`config.mk`:
```
export PLATFORM = sky130hd
export DESIGN_NAME = axil2apb
export DESIGN_NICKNAME = d
export VERILOG_FILES = /design/src/rtl/axil2apb.sv
export SDC_FILE = /design/constraint.sdc
export NUM_CORES = 1
export LEC_CHECK = 0
export ABC_AREA = 1
export CAP_MARGIN = 20
export CORE_ASPECT_RATIO = 0.6
export CORE_MARGIN = 2
export CORE_UTILIZATION = 33
export CTS_CLUSTER_SIZE = 16
export DETAILED_ROUTE_END_ITERATION = 12
export MAX_ROUTING_LAYER = met4
export PLACE_DENSITY = 0.74
export SYNTH_ARGS = -nofsm -noshare
export SYNTH_HDL_FRONTEND = slang
export SYNTH_SLANG_ARGS = --single-unit
```
`constraint.sdc`:
```
create_clock -name S_AXI_ACLK -period 2.4 [get_ports S_AXI_ACLK]
set_clock_uncertainty 0.2 [all_clocks]
set_input_delay 0.24 -clock S_AXI_ACLK [delete_from_list [all_inputs] [get_ports S_AXI_ACLK]]
set_output_delay 0.24 -clock S_AXI_ACLK [all_outputs]
set_load 0.05 [all_outputs]
```
`src/rtl/axil2apb.sv`:
```
// AXI4-Lite slave to APB master bridge: one APB transfer at a time, with
// read/write arbitration that alternates whenever both request types are waiting.
module axil2apb #(
  parameter int C_AXI_ADDR_WIDTH = 12,
  parameter int C_AXI_DATA_WIDTH = 32,
  parameter bit OPT_RD_PRIORITY  = 1'b0
) (
  input  logic                          S_AXI_ACLK,
  input  logic                          S_AXI_ARESETN,
  input  logic                          S_AXI_AWVALID,
  output logic                          S_AXI_AWREADY,
  input  logic [C_AXI_ADDR_WIDTH-1:0]   S_AXI_AWADDR,
  input  logic [2:0]                    S_AXI_AWPROT,
  input  logic                          S_AXI_WVALID,
  output logic                          S_AXI_WREADY,
  input  logic [C_AXI_DATA_WIDTH-1:0]   S_AXI_WDATA,
  input  logic [C_AXI_DATA_WIDTH/8-1:0] S_AXI_WSTRB,
  output logic                          S_AXI_BVALID,
  input  logic                          S_AXI_BREADY,
  output logic [1:0]                    S_AXI_BRESP,
  input  logic                          S_AXI_ARVALID,
  output logic                          S_AXI_ARREADY,
  input  logic [C_AXI_ADDR_WIDTH-1:0]   S_AXI_ARADDR,
  input  logic [2:0]                    S_AXI_ARPROT,
  output logic                          S_AXI_RVALID,
  input  logic                          S_AXI_RREADY,
  output logic [C_AXI_DATA_WIDTH-1:0]   S_AXI_RDATA,
  output logic [1:0]                    S_AXI_RRESP,
  output logic                          M_APB_PSEL,
  output logic                          M_APB_PENABLE,
  output logic                          M_APB_PWRITE,
  output logic [C_AXI_ADDR_WIDTH-1:0]   M_APB_PADDR,
  output logic [C_AXI_DATA_WIDTH-1:0]   M_APB_PWDATA,
  output logic [C_AXI_DATA_WIDTH/8-1:0] M_APB_PWSTRB,
  output logic [2:0]                    M_APB_PPROT,
  input  logic                          M_APB_PREADY,
  input  logic [C_AXI_DATA_WIDTH-1:0]   M_APB_PRDATA,
  input  logic                          M_APB_PSLVERR
);

  localparam int SW = C_AXI_DATA_WIDTH / 8;

  typedef enum logic [1:0] {IDLE, SETUP, ACCESS, RESP} state_t;

  state_t state_q, state_d;
  logic   rd_pri_q;     // 1: reads win the next simultaneous request
  logic   wr_req, rd_req;
  logic   grant_wr, grant_rd;
  logic   apb_done;
  logic   resp_done;
  logic   pwrite_q;
  logic [1:0] resp_q;

  // NOTE: every always_comb output gets a default first so no path can infer a latch.
  always_comb begin
    wr_req    = S_AXI_AWVALID && S_AXI_WVALID;
    rd_req    = S_AXI_ARVALID;
    grant_wr  = 1'b0;
    grant_rd  = 1'b0;
    apb_done  = 1'b0;
    resp_done = 1'b0;
    state_d   = state_q;
    case (state_q)
      IDLE: begin
        // Readies are grants; gating with reset keeps them low while reset is held.
        if (S_AXI_ARESETN) begin
          grant_rd = rd_req && (!wr_req || rd_pri_q);
          grant_wr = wr_req && !(rd_req && rd_pri_q);
        end
        if (grant_rd || grant_wr) state_d = SETUP;
      end
      SETUP:  state_d = ACCESS;
      ACCESS: begin
        if (M_APB_PREADY) begin
          apb_done = 1'b1;
          state_d  = RESP;
        end
      end
      RESP: begin
        resp_done = pwrite_q ? S_AXI_BREADY : S_AXI_RREADY;
        if (resp_done) state_d = IDLE;
      end
      default: state_d = IDLE;
    endcase
  end

  // NOTE: sequential state is updated with <= only, so every register samples pre-edge values.
  always_ff @(posedge S_AXI_ACLK or negedge S_AXI_ARESETN) begin
    if (!S_AXI_ARESETN) state_q <= IDLE;
    else                state_q <= state_d;
  end

  always_ff @(posedge S_AXI_ACLK or negedge S_AXI_ARESETN) begin
    if (!S_AXI_ARESETN) begin
      rd_pri_q <= OPT_RD_PRIORITY;
      resp_q   <= 2'b00;
    end else begin
      if (grant_rd)      rd_pri_q <= 1'b0;
      else if (grant_wr) rd_pri_q <= 1'b1;
      if (apb_done)      resp_q   <= M_APB_PSLVERR ? 2'b10 : 2'b00;
    end
  end

  // NOTE: pure data registers carry no reset; they are only observed once the
  // control path (state, valids) has qualified them.
  always_ff @(posedge S_AXI_ACLK) begin
    if (grant_rd) begin
      M_APB_PADDR  <= S_AXI_ARADDR;
      M_APB_PPROT  <= S_AXI_ARPROT;
      M_APB_PWSTRB <= '0;
      pwrite_q     <= 1'b0;
    end else if (grant_wr) begin
      M_APB_PADDR  <= S_AXI_AWADDR;
      M_APB_PPROT  <= S_AXI_AWPROT;
      M_APB_PWDATA <= S_AXI_WDATA;
      M_APB_PWSTRB <= S_AXI_WSTRB[SW-1:0];
      pwrite_q     <= 1'b1;
    end
    if (apb_done && !pwrite_q) S_AXI_RDATA <= M_APB_PRDATA;
  end

  assign S_AXI_AWREADY = grant_wr;
  assign S_AXI_WREADY  = grant_wr;
  assign S_AXI_ARREADY = grant_rd;
  assign M_APB_PSEL    = (state_q == SETUP) || (state_q == ACCESS);
  assign M_APB_PENABLE = (state_q == ACCESS);
  assign M_APB_PWRITE  = pwrite_q;
  assign S_AXI_BVALID  = (state_q == RESP) && pwrite_q;
  assign S_AXI_RVALID  = (state_q == RESP) && !pwrite_q;
  assign S_AXI_BRESP   = resp_q;
  assign S_AXI_RRESP   = resp_q;

endmodule

```
==> flow_summary.json <==
{
  "grt_pass1_vias": 2358,
  "dr.pass1.iters": 4,
  "area_delta_synth_final_pct": 79.90,
  "final_area_mm2": 0.005620,
  "powerDensity_mw_per_mm2": 926.0,
  "fin_nets": 521,
  "met1_length_mm": 3.130,
  "grt_use_total_pct": 16.06,
  "cp.arrival_ps": 1830,
  "worst_pin_slew_ps": 537.3,
  "grt_overflow": 0,
  "yosysUniqueCellTypes": 21,
  "p_comb_share_pct": 35.6,
  "ys_warn_count": 0,
  "p_leak_uw": 0.002169,
  "power.switching_uw": 1816,
  "synthArstFlopShare_pct": 4.545,
  "setup_viol": 0,
  "boundaryPins": 202,
  "worstPathRequired_ps": 1960,
  "critPathKind": "flop to output port",
  "fillers": 732,
  "place_area_mm2": 0.005319,
  "hold_viol": 0,
  "max_freq_ghz": 0.4414,
  "period_minus_slack_ps": 2265,
  "routed-wl-met3_um": 987,
  "drt_iter0_drc": 79,
  "drt_wl_total_mm": 7.882,
  "cts_sinks": 88,
  "dieArea_mm2": 0.01029,
  "post-route-util_pct": 61.17,
  "num_vias": 2261,
  "slew_headroom_pct": 64.07,
  "grt_max_degree": 33,
  "synth_area_mm2": 0.003124,
  "endpoint_kind": "output port",
  "p_seq_share_pct": 39.0,
  "core_area_mm2": 0.009189,
  "io_buffer_count": 199,
  "cts_tree": "done",
  "cts.clk_slew.worst_paths_ps": 60,
  "syn_area_per_cell_um2": 15.54,
  "setup-tns-final_ps": 0,
  "p_clk_share_pct": 25.4,
  "synth-edff-count": 79,
  "synth_seq_area_share_pct": 82.34,
  "clkLatencyLatePin_ps": 330,
  "routabilityCongestion": 0.8180,
  "worstPathMaxFanout": 3,
  "cts_root_buf": "clkbuf_16",
  "die_h_um": 79.37,
  "p_total_uw": 5204,
  "antenna_cells": 0,
  "holdCritPathClass": "input pin to async pin",
  "antenna_found_initial": 0,
  "synth_most_common_cell": "edfxtp_1",
  "synth_flop_cell": "edfxtp_1",
  "initial_core_util_pct": 34.00,
  "rsz0062_at_grt": "no",
  "place_hpwl_mm": 6.276,
  "vias_per_cell": 4.141,
  "fin_crit_sh_pct": 94.39,
  "rows": 27,
  "drv_slew": 0,
  "ir_worst_vdd_v": 0.0006187,
  "maxUsedRoutingLayer": "met4",
  "p_sw_share_pct": 34.90,
  "clockBufferDepth": 2,
  "internal_power_uw": 3388,
  "critPathLaunchType": "flop",
  "ant_nets": 0,
  "yosys-top-cells-area": "edfxtp_1 (76%), nand2_1 (8.0%), dfrtp_1 (3.2%)",
  "drc": 0,
  "drv_cap": 0,
  "ys_seq_elements": 88,
  "cts_buffers": 9,
  "yosys.area.top_type": "edfxtp_1",
  "drive_gt1_share_pct": 7.692,
  "cts_max_level": 3,
  "drt-wirelength-per-cell_um": 14.44,
  "die_x_um": 129.6,
  "wl_met2_mm": 3.721,
  "netlist_instances": 201,
  "grt_first_pass_wirelength_mm": 11.76,
  "synth_top_area_share_pct": 75.93,
  "outcome": "finished clean",
  "synth_commonest_cells": "edfxtp_1 (79), nand2_1 (67), inv_1 (9)"
}
[area by class of cell]
class / instances / area, µm² / area share (%)
flip-flops and latches: 88 / 2572 / 45.77
repair buffers: 205 / 2102 / 37.40
multi-input cells: 93 / 442.9 / 7.881
clock buffers: 12 / 236.5 / 4.207
well taps: 130 / 162.7 / 2.894
inverters: 14 / 56.30 / 1.002
clock inverters: 4 / 47.55 / 0.8459
[flip-flops by register name, indices dropped and copies added (netlist names)]
name          flops
M_APB_PWSTRB      4
M_APB_PPROT       3
state_q           2
S_AXI_RDATA      32
M_APB_PWDATA     32
rd_pri_q          1
S_AXI_BRESP       1
M_APB_PWRITE      1
M_APB_PADDR      12
[timing repair]
action,CTS,global route
hold buffers,1,0
gates resized for setup,0,3
endpoints found under the hold margin,1,0
buffers inserted,0,0
endpoints found under the setup margin,0,3
[placed cells by master (no fill, tap or decap), types with 4 or more instances in the layout]
| master | count |
|---|---|
| inv_1 | 9 |
| clkbuf_16 | 9 |
| nand3_1 | 8 |
| clkdlybuf4s50_1 | 193 |
| nor2_1 | 4 |
| nand2_1 | 67 |
| dfrtp_1 | 4 |
| buf_12 | 5 |
| edfxtp_1 | 79 |
| dfxtp_1 | 5 |
[power groups by stage]
stage	combinational (µW)	sequential (µW)	clock, µW
global placement	1850	2050	0
global route	1950	2060	1430
CTS	1880	2030	1360
detailed placement	1870	2070	0
finish	1850	2030	1320
floorplan	574	2660	0
[final timing paths]
path                                  from  slack, ps                to  depth (start not counted)
max                             state_q[0]        130     M_APB_PENABLE                          3
min                          S_AXI_ARESETN         80        state_q[0]                          2
max reg2reg                     state_q[0]        560   S_AXI_RDATA[26]                          5
min reg2reg                M_APB_PWSTRB[0]        280   M_APB_PWSTRB[0]                          2
max in group asynchronous    S_AXI_ARESETN       1390          rd_pri_q                          2
min in group S_AXI_ACLK    S_AXI_WDATA[11]        260  M_APB_PWDATA[11]                          1
[kinds of logic (layout without fill, tap and decap cells)]
family	count (synthesis)	after routing	synth area share, %
flops	88	88	82.34
simple gates	85	85	11.81
buf+inv	21	235	3.844
fa+ha+maj	3	3	1.202
compound gates	2	2	0.3201
other cells	1	2	0.1200
mux	1	1	0.3604
[critical path, cell delays in order, from the launching register on]
cell and delay (ps):
dfrtp_1 400, inv_1 90, ha_1 190, clkdlybuf4s50_1 810
[through the flow]
| step | worst slack (ps) | hold slack (ps) | instances |
|---|---|---|---|
| global route | 34.59 | 83.61 | 546 |
| CTS | 34.35 | 48.37 | 546 |
| floorplan | 138.8 | -255.6 | 202 |
| finish | 134.7 | 77.63 | 546 |
| global placement | 354.9 | 229.5 | 529 |
| detailed placement | 303.5 | 244.5 | 529 |
[per-layer routing]
layer / vias up / track usage, %
met4: 0 / 4.301
met5: - / -
met2: 120 / 25.24
met1: 1029 / 18.11
li1: 1108 / -
met3: 4 / 8.512
Note: power is estimated with default switching activity, not from simulation.
